**config.mk**
```make
export PLATFORM = sky130hd
export DESIGN_NAME = fetch_unit_flat
export DESIGN_NICKNAME = d
export VERILOG_FILES = /design/src/rtl/fetch_unit_pkg.sv /design/src/rtl/fetch_unit_if.sv /design/src/rtl/fetch_unit.sv /design/src/flat_wrapper.sv
export SDC_FILE = /design/constraint.sdc
export NUM_CORES = 1
export LEC_CHECK = 0
export ABC_CLOCK_PERIOD_IN_PS = 4900
export CORE_UTILIZATION = 50
export DETAILED_ROUTE_END_ITERATION = 8
export PLACE_DENSITY = 0.9
export SETUP_SLACK_MARGIN = 0.2
export SLEW_MARGIN = 20
export SYNTH_ARGS = -nofsm -noshare
export SYNTH_HDL_FRONTEND = slang
export SYNTH_SLANG_ARGS = --single-unit
```
**constraint.sdc**
```tcl
create_clock -name clock -period 4.9 [get_ports clock]
set_input_delay 0.735 -clock clock [delete_from_list [all_inputs] [get_ports clock]]
set_output_delay 0.735 -clock clock [all_outputs]
set_load 0.02 [all_outputs]
```
**src/rtl/fetch_unit_pkg.sv**
```systemverilog
// codes: shared constants and fetch FSM state type for the RV32I front end
package codes;
  localparam logic [31:0] NOP_INSTR = 32'h0000_0013;
  localparam logic [31:0] RESET_PC_DEFAULT = 32'h0000_0000;
  typedef enum logic [1:0] {IDLE, FETCH, HOLD, FLUSH} fetch_state_t;
endpackage

```
**src/rtl/fetch_unit_if.sv**
```systemverilog
// fetch_unit_if: instruction memory request/acknowledge bus
interface fetch_unit_if;
  logic        imemReq;
  logic [31:0] imemAddr;
  logic        imemAck;
  logic [31:0] imemData;
  modport master (output imemReq, imemAddr, input imemAck, imemData);
  modport slave (input imemReq, imemAddr, output imemAck, imemData);
endinterface

```
**src/rtl/fetch_unit.sv**
```systemverilog
// fetch_unit: PC, imem handshake and registered instruction for the decoder
module fetch_unit
  import codes::*;
#(
  parameter logic [31:0] RESET_PC = RESET_PC_DEFAULT
) (
  input  logic               clock,
  input  logic               nReset,
  fetch_unit_if.master       imem,
  input  logic               stall,
  input  logic               redirect,
  input  logic [31:0]        redirectPC,
  output logic               instrValid,
  output logic [31:0]        instr,
  output logic [31:0]        pc,
  output logic [31:0]        pcPlus4,
  output logic [4:0]         opcode,
  output logic [3:0]         ctrl,
  output logic               illegal,
  output logic               fault
);
  fetch_state_t state_q, state_d;
  logic [31:0]  fetch_pc_q, fetch_pc_d;
  logic [31:0]  pending_pc_q, pending_pc_d;
  logic [31:0]  instr_q, instr_d;
  logic [31:0]  pc_q, pc_d;
  logic         valid_q, valid_d;
  logic         fault_q, fault_d;
  logic         req, ack;
  logic [31:0]  target;

  assign req = (state_q == FETCH) || (state_q == FLUSH) || (state_q == HOLD && !stall);
  assign ack = req && imem.imemAck;
  assign target = {redirectPC[31:2], 2'b00};

  // next state: capture on ack, FSM moves, then redirect overrides everything
  always_comb begin
    state_d      = state_q;
    fetch_pc_d   = fetch_pc_q;
    pending_pc_d = pending_pc_q;
    instr_d      = instr_q;
    pc_d         = pc_q;
    valid_d      = valid_q;
    fault_d      = fault_q | (redirect && redirectPC[1:0] != 2'b00);
    if (ack && state_q != FLUSH) begin
      instr_d    = imem.imemData;
      pc_d       = fetch_pc_q;
      fetch_pc_d = fetch_pc_q + 32'd4;
      valid_d    = 1'b1;
    end
    unique case (state_q)
      IDLE:  state_d = FETCH;
      FETCH: state_d = ack ? HOLD : FETCH;
      HOLD: begin
        if (!stall && !ack) begin
          valid_d = 1'b0;
          state_d = FETCH;
        end
      end
      FLUSH: begin
        if (ack) begin
          fetch_pc_d = pending_pc_q;
          state_d    = FETCH;
        end
      end
    endcase
    if (redirect) begin
      valid_d = 1'b0;
      instr_d = instr_q;
      pc_d    = pc_q;
      if (req && !ack) begin
        pending_pc_d = target;
        fetch_pc_d   = fetch_pc_q;
        state_d      = FLUSH;
      end else begin
        fetch_pc_d = target;
        state_d    = FETCH;
      end
    end
  end

  // state registers with synchronous active-low reset
  always_ff @(posedge clock) begin
    if (!nReset) begin
      state_q      <= IDLE;
      fetch_pc_q   <= RESET_PC;
      pending_pc_q <= RESET_PC;
      instr_q      <= NOP_INSTR;
      pc_q         <= RESET_PC;
      valid_q      <= 1'b0;
      fault_q      <= 1'b0;
    end else begin
      state_q      <= state_d;
      fetch_pc_q   <= fetch_pc_d;
      pending_pc_q <= pending_pc_d;
      instr_q      <= instr_d;
      pc_q         <= pc_d;
      valid_q      <= valid_d;
      fault_q      <= fault_d;
    end
  end

  assign imem.imemReq  = req;
  assign imem.imemAddr = fetch_pc_q;
  assign instrValid    = valid_q;
  assign instr         = instr_q;
  assign pc            = pc_q;
  assign pcPlus4       = pc_q + 32'd4;
  assign opcode        = instr_q[6:2];
  assign ctrl          = {instr_q[30], instr_q[14:12]};
  assign illegal       = valid_q && instr_q[1:0] != 2'b11;
  assign fault         = fault_q;
endmodule

```
**src/flat_wrapper.sv**
```systemverilog
// flat-port wrapper written by rule: the top's interface ports become plain ports
module fetch_unit_flat import codes::*;
#(
  parameter logic [31:0] RESET_PC = RESET_PC_DEFAULT
)
  (clock, nReset, stall, redirect, redirectPC, instrValid, instr, pc, pcPlus4, opcode, ctrl, illegal, fault, imem_imemReq, imem_imemAddr, imem_imemAck, imem_imemData);
  fetch_unit_if imem_i ();
  input  logic clock;
  input  logic nReset;
  input  logic stall;
  input  logic redirect;
  input  logic [31:0] redirectPC;
  output logic instrValid;
  output logic [31:0] instr;
  output logic [31:0] pc;
  output logic [31:0] pcPlus4;
  output logic [4:0] opcode;
  output logic [3:0] ctrl;
  output logic illegal;
  output logic fault;
  output wire logic [$bits(imem_i.imemReq)-1:0] imem_imemReq;
  output wire logic [$bits(imem_i.imemAddr)-1:0] imem_imemAddr;
  input wire logic [$bits(imem_i.imemAck)-1:0] imem_imemAck;
  input wire logic [$bits(imem_i.imemData)-1:0] imem_imemData;
  assign imem_imemReq = imem_i.imemReq;
  assign imem_imemAddr = imem_i.imemAddr;
  assign imem_i.imemAck = imem_imemAck;
  assign imem_i.imemData = imem_imemData;
  fetch_unit #(.RESET_PC(RESET_PC)) u_core (.clock(clock), .nReset(nReset), .imem(imem_i), .stall(stall), .redirect(redirect), .redirectPC(redirectPC), .instrValid(instrValid), .instr(instr), .pc(pc), .pcPlus4(pcPlus4), .opcode(opcode), .ctrl(ctrl), .illegal(illegal), .fault(fault));
endmodule
```
## Word-level counts from Yosys, hierarchy flattened

Index checks and enable logic that the tools add are counted.

| storage, ports and cells | value |
|---|---|
| input bits | 69 |
| logic and storage cells | 51 |
| register bits after elaboration | 130 |

| cells by class | value |
|---|---|
| add/subtract/negate cells | 2 |
| reduce and logical (&&, ||, !) cells | 17 |
| equal/unequal tests | 8 |
| bitwise logic cells | 3 |
| muxes and demuxes | 14 |

Operators with widths:

| operator | count |
|---|---|
| 32-bit two-way mux | 5 |
| 32-bit by 3-bit adder with 32-bit output, second input constant | 2 |
| 2-bit two-way mux | 5 |
| 2-bit one-hot mux with 4 select lines | 1 |
| 1-bit logical AND | 7 |
| 2-bit inequality test, second input constant | 3 |
| 2-bit AND reduction | 3 |
| 2-bit == test, second input constant | 2 |
| 1-bit two-way mux | 3 |
| 3-bit by 2-bit inequality test with 1-bit output, second input constant | 1 |
| 3-bit inequality test, second input constant | 1 |
| 2-bit by 1-bit == test with 1-bit output, second input constant | 1 |
| 1-bit logical NOT | 2 |
| 2-bit logical NOT | 1 |
| 1-bit logical OR | 2 |
| 1-bit inverter | 2 |
| 2-bit nonzero test | 1 |
| 2-bit OR reduction | 1 |
| 1-bit OR | 1 |

## Logic depth before layout (Yosys ltp)

Gate-level depths: netlist of the first run.

| logic depth | value |
|---|---|
| word-level depth | 9 |
| gate-level depth with buffers | 8 |
| depth with buffers taken out | 6 |

## Least setup slack after synthesis of the first run

No wires, ideal clock.

| timing path | value |
|---|---|
| path kind | register to output |
| from | reg u_core.pc_q[4] (netlist: u_core.pc[4]) |
| to | out pcPlus4[29] |
| data required time | 4.165 ns |
| setup slack | 2.152 ns |
| cell stages (with the launch flop) | 7 |
| arrival time | 2.013 ns |
| cells stage by stage | dfxtp_1 > nand4_1 > or3_1 > or2_1 > clkbuf_1 > nor2_1 > xor2_1 |

| between the ends | value |
|---|---|
| word-level cells in the longest chain between the ends | 1 |

Ends and longest elaborated chain:

| element | line | RTL |
|---|---|---|
| start: declaration | fetch_unit.sv:26 | `logic [31:0] pc_q, pc_d;` |
| start signal: assignment | fetch_unit.sv:97 | `pc_q <= pc_d;` |
| 32-bit by 3-bit adder with 32-bit output | fetch_unit.sv:108 | `assign pcPlus4 = pc_q + 32'd4;` |
| end: declaration | flat_wrapper.sv:16 | `output logic [31:0] pcPlus4;` |

No other way between the ends.

## Worst setup path in the final report of the first run

| timing path | value |
|---|---|
| from | reg u_core.pc_q[2] (netlist: u_core.pc[2]) |
| to | out pcPlus4[24] |

The elaborated chain is that of the path after synthesis.

==> out/metrics.cfg, run 1 <==
[outcome]
status = complete, no violations

[timing]
fin_skew_ps = 7.92
fin_tns_setup_ps = 0
worstMarginPinSlew_ps = 1050
min_period_ps = 3620
worst_slack_ps = 1280
slew_headroom = 0.294
setup_viol = 0
drv_slew = 0
fmax_ghz = 0.276
finalHoldViolCount = 0
post-route-period-util = 0.739
rsz0062_at_grt = false

[synthesis]
synthTopCellsByArea = dfxtp_1 (39%), nand2_1 (14%), a21oi_1 (9.9%)
avgSynthCellArea_um2 = 7.40
ys_seq_area_frac = 0.388
synth-edff-count = 0
synth-seq-cells = 126
synth_area_mm2 = 0.00649
synthFlopType = dfxtp_1
synth_largest_area_cell = dfxtp_1
ys_types = 65
syn_inst = 877
synth.top_cell.area_share = 0.388
async_flop_share = 0
ys_warn_count = 0

[layout]
final_common_cell = nand2_1
drive_gt1_frac = 0.0660
nets = 1118
syn_to_final_growth_pct = 41.4
final_cell_mix = nand2_1 (240), clkdlybuf4s50_1 (202), a21oi_1 (127), dfxtp_1 (126), nor2_1 (36)
diodes = 0
final_cells = 1232

[placed_design]
post-place-cells = 1200
hpwl_um = 14600
io_buffers = 203
dp_slack_ps = 1510
gp_congestion = 0.942

[cts]
ctsHoldBuffers = 0
numCtsBuffers = 17
clock_sinks = 126
clk_latency_ps = 420
postCtsSetupRepairBufs = 0
cts_root_buffer = clkbuf_16
cts.htree.levels = 4
cts-resized-gates = 0
cts_buffer_depth = 2
cts_tree = done
clkTransAtPathRegs_ps = 60

[die]
die_w_um = 116
core_area_mm2 = 0.0126
die_h_um = 116
rows = 41
initial_core_util = 0.515
dieArea_mm2 = 0.0134
ios = 210

[hold_path]
holdCritStartpoint = u_core.fault
worstHoldEndpoint = u_core.fault
hold_class = flip-flop to flip-flop
hold_depth = 2

[critical_path]
startpoint_type = flip-flop
crit_type = flip-flop to output pin
crit_path_end_kind = output pin
path_buf_inv = 1
cpLargestDelayFamily = simple AND/OR/NAND/NOR gates
cp.arrival_ps = 2890
crit_path_top_delay_cell = clkdlybuf4s50_1
worstReg2RegEnd = u_core.imem.imemAddr[4]
cp.required_ps = 4160
crit_chain = ha_1, nand2_1, nor3_1, nand2b_1, nor3_1, xor2_1, clkdlybuf4s50_1
cpMostUsedCell = nor3_1
reg2reg_from = u_core.state_q[1]
reg2regPathDepth = 6
cp_max_fo = 6
reg2reg_slack_ps = 2300
worst_path_largest_cell_delay_ps = 610

[grt]
grt_max_degree = 63
grt_pass1_wl_um = 32900
grt_usage = 0.315
grt_pass1_vias = 6577
gr-total-overflow = 0
antenna_found_initial = 0

[power_and_ir_drop]
peakVddDrop_v = 0.000196
p_leak_uw = 0.00327
p_sw_frac = 0.267
power_uw = 2850
p_sw_uw = 762
clockPowerShare = 0.458
pwr-share-seq = 0.398
intPower_uw = 2090
power.density_mw_per_mm2 = 311
p_comb_frac = 0.144

[detailed_routing]
drt_iter0_markers = 691
vias_per_cell = 5.83
wl_per_cell_um = 17.1
drt_first_pass_iters = 7
postRouteAntennaNets = 0
route.detailed.drc = 0
drt_wl_total_um = 21100
vias = 7184

[run]
maxCapViolations = 0

## cell families (layout without fill, tap and decap cells)
| group | after synthesis | after routing | share of synthesized area |
|---|---|---|---|
| xor+xnor | 40 | 40 | 0.0539 |
| fa+ha+maj | 2 | 2 | 0.00385 |
| flops | 126 | 126 | 0.388 |
| compound gates | 219 | 219 | 0.199 |
| buf+inv | 82 | 260 | 0.0584 |
| other cells | 1 | 6 | 0.000577 |
| simple gates | 394 | 394 | 0.274 |
| mux | 13 | 13 | 0.0212 |
## per-stage QoR
step                instance area (um^2)  hold slack [ps]  utilization
finish                              9180              448        0.728
global route                        9180              469        0.728
CTS                                 9170              451        0.727
detailed placement                  8560              444        0.678
global placement                    8560              433        0.678
floorplan                           6510              432            -
## flip-flops by register name, summed over array words and instances (netlist names)
name,count
u_core.fault,1
u_core.imem.imemAddr,30
u_core.instr,32
u_core.instrValid,1
u_core.pc,30
u_core.pending_pc_q,30
u_core.state_q,2
## synthesized netlist by cell type, drive strengths merged (2+ instances only)
| cell | number |
|---|---|
| o21ai | 27 |
| nor3 | 13 |
| and3 | 22 |
| or2 | 2 |
| a311o | 2 |
| a21boi | 4 |
| a2111oi | 2 |
| nor4 | 7 |
| xor2 | 18 |
| buf | 30 |
| o22ai | 6 |
| a31oi | 10 |
| a221oi | 2 |
| a2bb2oi | 4 |
| mux2 | 6 |
| o211ai | 2 |
| o211a | 3 |
| o221ai | 2 |
| a21oi | 128 |
| xnor2 | 22 |
| nor2 | 37 |
| clkbuf | 41 |
| clkinv | 2 |
| a31o | 2 |
| or3 | 7 |
| a211oi | 7 |
| a21o | 3 |
| nand2 | 240 |
| and2 | 3 |
| dfxtp | 126 |
| o31ai | 2 |
| nand3 | 29 |
| nor2b | 3 |
| and4 | 4 |
| mux2i | 7 |
| nand2b | 5 |
| ha | 2 |
| inv | 9 |
| o221a | 3 |
| a311oi | 3 |
| nand4 | 16 |
## tightest hold or removal path: cells and delay by family, from the launching register on
family / cells / cell delay (ps)
AO/OA/AOI/OAI: 1 / 50
buffers and inverters: 1 / 50
flip-flops: 1 / 310
## cell type report
type / count / area [um^2]
repair buffers: 217 / 2140
inverters: 11 / 41.3
flip-flops and latches: 126 / 2520
multi-input cells: 674 / 3640
fillers: 976 / 3440
well taps: 172 / 215
clock buffers: 20 / 457
clock inverters: 12 / 160
## routing by layer
| layer | routed length (um) | track usage | vias to the layer above | share of wire |
|---|---|---|---|---|
| met5 | 0 | 0 | - | 0 |
| li1 | - | - | 3374 | - |
| met2 | 10200 | 0.528 | 427 | 0.48 |
| met4 | 550 | 0.118 | 0 | 0.026 |
| met1 | 8150 | 0.403 | 3330 | 0.39 |
| met3 | 2270 | 0.0575 | 53 | 0.11 |
## power by group through the flow
stage / Sequential, uW / Clock [uW] / Combinational (uW)
3_3_place_gp: 1150 / 0 / 396
6_report: 1130 / 1300 / 412
4_1_cts: 1130 / 1310 / 408
2_1_floorplan: 1170 / 0 / 189
5_1_grt: 1140 / 1360 / 440
3_5_place_dp: 1150 / 0 / 404
## worst max-delay path by stage
stage	startpoint	slack [ps]	depth (start not counted)	end
3_5_place_dp	imem_imemAck	1510	6	u_core.pc[16]
6_report	u_core.pc[2]	1280	7	pcPlus4[24]
3_3_place_gp	imem_imemAck	1560	6	u_core.pc[4]
2_1_floorplan	u_core.pc[4]	2150	6	pcPlus4[29]
4_1_cts	u_core.pc[5]	1290	6	pcPlus4[25]
5_1_grt	u_core.pc[2]	1080	7	pcPlus4[24]
Power figures use the tool's default switching activity.
==> run 2: changes to the inputs <==
--- a/config.mk
+++ b/config.mk
@@ -5,10 +5,10 @@
 export SDC_FILE = /design/constraint.sdc
 export NUM_CORES = 1
 export LEC_CHECK = 0
-export ABC_CLOCK_PERIOD_IN_PS = 4900
-export CORE_UTILIZATION = 50
+export ABC_CLOCK_PERIOD_IN_PS = 3070
+export CORE_UTILIZATION = 42
 export DETAILED_ROUTE_END_ITERATION = 8
-export PLACE_DENSITY = 0.9
+export PLACE_DENSITY = 0.81
 export SETUP_SLACK_MARGIN = 0.2
 export SLEW_MARGIN = 20
 export SYNTH_ARGS = -nofsm -noshare
==> constraint.sdc (replaced) <==
create_clock -name clock -period 3.07 [get_ports clock]
set_input_delay 0.4605 -clock clock [delete_from_list [all_inputs] [get_ports clock]]
set_output_delay 0.4605 -clock clock [all_outputs]
set_load 0.02 [all_outputs]
==> run 2 against run 1 <==
Against the previous run: utilization decreased by 11 points; clock skew about the same; critical path type unchanged; worst setup slack got worse by 1100 ps; register-to-register slack got worse by 1500 ps; die area increased by 19%; critical path depth increased by 1.
==> out/metrics.cfg, run 2 (synthesis results as in run 1) <==
[outcome]
status = complete, no violations

[grt]
grt_pass1_wl_um = 34500
grt_usage = 0.271
gr-total-overflow = 0
grt_max_degree = 43
grt_pass1_vias = 6713
antenna_found_initial = 0

[detailed_routing]
drt_iter0_markers = 678
drt_first_pass_iters = 5
route.detailed.drc = 0
wl_met2_um = 10300
vias = 7223
wl_per_cell_um = 17.1
wl_met3_um = 1960
vias_per_cell = 5.67
top_layer = met4
postRouteAntennaNets = 0
wl_met1_um = 9070
drt_wl_total_um = 21800

[cts]
clk_latency_ps = 420
cts.htree.levels = 4
numCtsBuffers = 17
cts_buffer_depth = 2
clkTransAtPathRegs_ps = 60
ctsHoldBuffers = 0
cts_tree = done
clock_sinks = 126
cts_root_buffer = clkbuf_16

[placed_design]
hpwl_um = 15200
post-place-cells = 1240
io_buffers = 203
gp_congestion = 0.941
dp_slack_ps = 284

[timing]
worst_slack_ps = 215
rsz0062_at_grt = true
setup_viol = 0
post-route-period-util = 0.930
min_period_ps = 2860
fin_tns_setup_ps = 0
slew_headroom = 0.452
fin_skew_ps = 7.64
worstMarginPinSlew_ps = 819
fmax_ghz = 0.350
finalHoldViolCount = 0
drv_slew = 0

[die]
initial_core_util = 0.429
dieArea_mm2 = 0.0160
core_area_mm2 = 0.0151
die_w_um = 126
die_h_um = 126
rows = 45
ios = 210

[critical_path]
crit_path_end_kind = output pin
reg2reg_from = u_core.state_q[0]
cp-startpoint = u_core.pc[2]
crit_type = flip-flop to output pin
cp.arrival_ps = 2390
reg2reg_slack_ps = 780
cp_max_fo = 6
cp.required_ps = 2610
startpoint_type = flip-flop

[power_and_ir_drop]
power.density_mw_per_mm2 = 503
power_uw = 4730
p_leak_uw = 0.00353
peakVddDrop_v = 0.000397

[layout]
syn_to_final_growth_pct = 44.8
drive_gt1_frac = 0.0948
final_cells = 1274
n_fill_cell = 1352
seqCellArea_mm2 = 0.00252
nets = 1144
largest_reg_flops = 32
final_cell_mix = nand2_1 (240), clkdlybuf4s50_1 (184), a21oi_1 (127), dfxtp_1 (125), buf_4 (40)
diodes = 0
final_common_cell = nand2_1
multi_input_area_mm2 = 0.00364

[run]
maxCapViolations = 0

[hold_path]
hold_class = flip-flop to flip-flop
holdCritStartpoint = u_core.pending_pc_q[20]

==> run 2: path summary, 6_finish.rpt <==
| path | endpoint | depth (start not counted) |
|---|---|---|
| max | pcPlus4[24] | 8 |
| min | u_core.pending_pc_q[20] | 2 |
| max reg2reg | u_core.instr[19] | 6 |
| min reg2reg | u_core.pending_pc_q[20] | 2 |
==> run 2: power breakdown <==
part           switching (uW)  total (uW)  internal, uW
clock                     737        2240          1500
sequential                106        1810          1710
combinational             360         673           312
==> run 2: routing by layer <==
| metal | up-vias | GRT usage |
|---|---|---|
| met5 | - | 0 |
| met4 | 0 | 0.121 |
| met3 | 48 | 0.0582 |
| met2 | 409 | 0.436 |
| met1 | 3344 | 0.350 |
| li1 | 3422 | - |
==> run 2: worst max-delay path: stages, from the launching register on <==
cell	delay [ps]
dfxtp_1	410
ha_2	270
nand2_1	70
nor3_1	200
nand2b_1	190
buf_4	180
nor3_1	170
xor2_1	160
clkdlybuf4s15_1	320
==> run 2: final cells by class <==
class / count / area share
repair buffers: 243 / 0.245
flip-flops and latches: 126 / 0.268
inverters: 11 / 0.00439
well taps: 188 / 0.0250
clock buffers: 22 / 0.0504
clock inverters: 10 / 0.0196
multi-input cells: 674 / 0.387
==> run 2: timing repair <==
| item | 4_1_cts | 5_1_grt |
|---|---|---|
| setup endpoints to repair | 15 | 13 |
| pin swaps | 0 | 0 |
| gates resized for setup | 16 | 17 |
| setup buffers | 1 | 1 |
==> run 2: per-stage QoR <==
stage	utilization	area, um^2	hold slack [ps]
after detailed placement	0.577	8740	443
after floorplan	-	6510	432
final	0.621	9400	453
after CTS	0.620	9400	453
after global placement	0.577	8740	434
after global routing	0.621	9400	469
==> RTL change 1: new RTL, config.mk and constraints of run 2 <==
Make the reset (`nReset`) asynchronous in one clocked block. Comments in the files are not updated.
--- a/src/rtl/fetch_unit.sv
+++ b/src/rtl/fetch_unit.sv
@@ -80,7 +80,7 @@
   end
 
   // state registers with synchronous active-low reset
-  always_ff @(posedge clock) begin
+  always_ff @(posedge clock or negedge nReset) begin
     if (!nReset) begin
       state_q      <= IDLE;
       fetch_pc_q   <= RESET_PC;
Check against the original RTL: differs if nReset is asserted again (counterexample within 4 cycles, from zero or initial values and one cycle with nReset low); with nReset held inactive, the same outputs for 4 cycles.
==> RTL change 1 against run 2 <==
Cell count is 18% lower; non-clock buffer count is 5 lower; synthesized area is 1.2% higher; die area is 1.2% higher; worst setup slack better by 23 ps; final area is 1.4% higher; critical path depth is 1 lower; routed wire length is 16% lower; register-to-register slack worse by 160 ps; sequential cell count stayed put; critical path type unchanged.
Power is not compared: it rests on default switching activity, and its combinational part moved more than twofold at a synthesized area within 25%.
==> RTL change 1: results (changes against run 2) <==
[route]
vias_per_cell=5.41  ; -4.6%
wl_met3_um=1170  ; -40%
wl_met1_um=7650  ; -16%
drtIter0Drc=343  ; -49%
num_vias=5662  ; -22%
wl_um=18300  ; -16%

[global_routing]
grt_pass1_wl_um=28900  ; -16%
met3_usage_pct=6.20  ; +0.38 points
met2_usage_pct=39.4  ; -4.2 points
use_met1_pct=28.8  ; -6.2 points
grt_max_degree=70  ; +63%

[timing]
worstMarginPinSlew_ps=676  ; -143 ps
holdWs_ps=0.653  ; -452 ps
min_period_ps=2830  ; -23.4 ps

[yosys]
synthAdderAreaFrac_pct=0.381  ; -0.0045 points
synth.area.top_cells=dfrtp_1, mux2_2, xnor2_1
syn_inst=611  ; -30%
synth.distinct_cells=59  ; -9.2%
synth-async-reset-ratio_pct=100  ; +100 points
yosys-top-cells-count=dfrtp_1, mux2_2, nand2_1
synth-compound-area-share_pct=10.6  ; -9.3 points
synth-xor-area-share_pct=5.73  ; +0.34 points
synth-main-ff-cell=dfrtp_1

[finish]
num-multi-input-gates=432  ; -36%
clkbuf_count=21  ; -4.5%
final-seq-area_um2=3160  ; +25%
drive_above_1_share_pct=22.6  ; +13 points
inv_count=8  ; -3
clkCellAreaFrac_pct=6.46  ; -0.54 points
final_nets=894  ; -22%
buf_share_pct=23.8  ; -0.72 points
multiInputGateArea_um2=3200  ; -12%
nNonClkBuffers=238  ; -2.1%

[critical_path]
r2r_slack_ps=620  ; -160 ps
worstReg2RegStart=u_core.state_q[0]$_DFFE_PN0P_
cp-startpoint=u_core.pc[5]$_DFFE_PN0P_
arrival_ps=2370  ; -20 ps
critPathSlowestCell=dfrtp_1

[placed_design]
dpl_cell_area_um2=8860  ; +1.3%
dp_hpwl_um=12700  ; -16%
post-place-ws_ps=125  ; -159 ps
place.gp.congestion=0.817  ; -13%

[clock_tree]
cts_setup_buffers=2  ; +1

[outcome]
status=finished clean

[min_path]
min_path_type=in2async

[RTL change 1: cell types whose count changed after synthesis, moves of 6 or more]
cell / before / now
a21oi_1: 128 / 18
and3_1: 22 / 15
clkbuf_1: 41 / 23
dfrtp_1: 0 / 123
dfxtp_1: 126 / 0
mux2_2: 6 / 90
mux2i_1: 7 / 14
nand2_1: 240 / 59
nand4_1: 16 / 5
nor2_1: 37 / 29
xnor2_1: 22 / 28
[RTL change 1: where the power goes]
part / total (mW) / switching [mW] / internal, mW
clock network: 2.10 / 0.726 / 1.37
registers: 2.72 / 0.548 / 2.18
logic: 3.55 / 1.72 / 1.83
[RTL change 1: cells by family after synthesis]
kind of cell	Yosys count
compound gates	103
xor+xnor	43
fa+ha+maj	2
buf+inv	58
flops	126
mux	104
other cells	1
simple gates	174
==> RTL change 2: new RTL, flow settings as in run 2 <==
Made on the original files. Re-encode `fetch_state_t` (4 states) as one-hot, 4 bits wide.
--- a/src/rtl/fetch_unit_pkg.sv
+++ b/src/rtl/fetch_unit_pkg.sv
@@ -2,6 +2,6 @@
 package codes;
   localparam logic [31:0] NOP_INSTR = 32'h0000_0013;
   localparam logic [31:0] RESET_PC_DEFAULT = 32'h0000_0000;
-  typedef enum logic [1:0] {IDLE, FETCH, HOLD, FLUSH} fetch_state_t;
+  typedef enum logic [3:0] {IDLE = 4'b0001, FETCH = 4'b0010, HOLD = 4'b0100, FLUSH = 4'b1000} fetch_state_t;
 endpackage
 
Behaviour: no difference found for any inputs over 4 cycles, from zero or initial values and one cycle with nReset low; so few cycles prove little.
==> RTL change 2 against run 2 <==
Power down 6.6%; clock skew up 8.0 ps; final area up 1.3%; count of clock-buffer cells in the layout unchanged; cell count down 0.24%; worst setup slack better by 41 ps; synthesized area up 1.4%; routed wire length down 1.8%; critical path depth down 2; critical path type unchanged; highest routed layer unchanged; sequential cell count up 2.
==> RTL change 2: results (changes against run 2) <==
[yosys]
yosys-top-cells-count=nand2_1, dfxtp_1, a21oi_1
synth.area.top_cells=dfxtp_1, nand2_1, a21oi_1
syn_area_um2=6590  ; +1.4%
syn-mean-instance-area_um2=7.74  ; +4.5%

[global_routing]
met3_usage_pct=4.94  ; -0.88 points
met2_usage_pct=43.6  ; +0.051 points
use_met1_pct=33.5  ; -1.5 points
grt_usage_pct=26.2  ; -0.90 points
grt_pass1_wl_um=33600  ; -2.7%
grt_max_degree=63  ; +47%
grt_pass1_vias=6555  ; -2.4%

[finish]
drive_above_1_share_pct=10.6  ; +1.1 points
num-multi-input-gates=641  ; -4.9%
clkCellAreaFrac_pct=6.39  ; -0.62 points
num-fill-cells=1335  ; -1.3%
seq_share_pct=26.9  ; +0.075 points
design_area_um2=9520  ; +1.3%
nNonClkBuffers=248  ; +2.1%
final_nets=1118  ; -2.3%
buf_share_pct=24.9  ; +0.43 points
multi_input_area_share_pct=38.5  ; -0.17 points

[critical_path]
cpPeakStageDelay_ps=570  ; +160 ps
worstReg2RegStart=u_core.imem.imemAddr[3]$_SDFFE_PN0N_
arrival_ps=2350  ; -40 ps
cp-startpoint=u_core.pc[16]$_SDFFE_PN0P_
r2r_slack_ps=510  ; -270 ps
critPathSlowestCell=or4_4
worst-path-max-fanout=5  ; -1
cp-endpoint=pcPlus4[22]

[route]
wl_met3_um=1630  ; -17%
dr_wl_met2_um=10300  ; -0.19%
drtIter0Drc=671  ; -1.0%
wl_met1_um=8970  ; -1.1%
num_vias=7096  ; -1.8%

[min_path]
holdCritStartpoint=u_core.instr[29]$_SDFFE_PN0P_
hold_end=u_core.instr[29]$_SDFFE_PN0P_

[power]
powerDensity_nw_per_um2=464  ; -7.8%
p_leak_nw=3.44  ; -2.4%

[clock_tree]
cts_setup_buffers=0  ; -1
cts_sinks=128  ; +1.6%
postCtsResizedCells=27  ; +11

[placed_design]
place.gp.congestion=0.886  ; -5.8%
dp_hpwl_um=15300  ; +0.52%
dpl_cell_area_um2=8910  ; +1.9%

[outcome]
status=finished clean

[timing]
fin_skew_ps=15.6  ; +7.97 ps
holdWs_ps=452  ; -0.932 ps

## RTL change 2: changes by cell type in the layout (fill, tap and decap cells not counted), moves of 5 or more
cell | run 2 | this run
a21oi_1 | 127 | 105
xor2_1 | 18 | 11
or3_1 | 7 | 1
nor2_1 | 36 | 21
and4_1 | 4 | 9
xnor2_1 | 22 | 28
mux2_2 | 6 | 1
nand2_1 | 240 | 231
and3_1 | 22 | 17
nor4_1 | 5 | 13
mux2i_1 | 7 | 12
## RTL change 2: logic make-up (layout without fill, tap and decap cells)
group | count (synthesis) | after routing | share of synthesized area, %
buffers and inverters | 87 | 291 | 6.46
other | 1 | 6 | 0.0569
adders and majority gates | 2 | 2 | 0.380
and+or+nand+nor | 381 | 381 | 27.9
DFF | 128 | 128 | 38.9
xor gates and xnor gates | 39 | 39 | 5.19
AOI/OAI and AO/OA | 200 | 200 | 19.1
muxes | 13 | 13 | 1.99
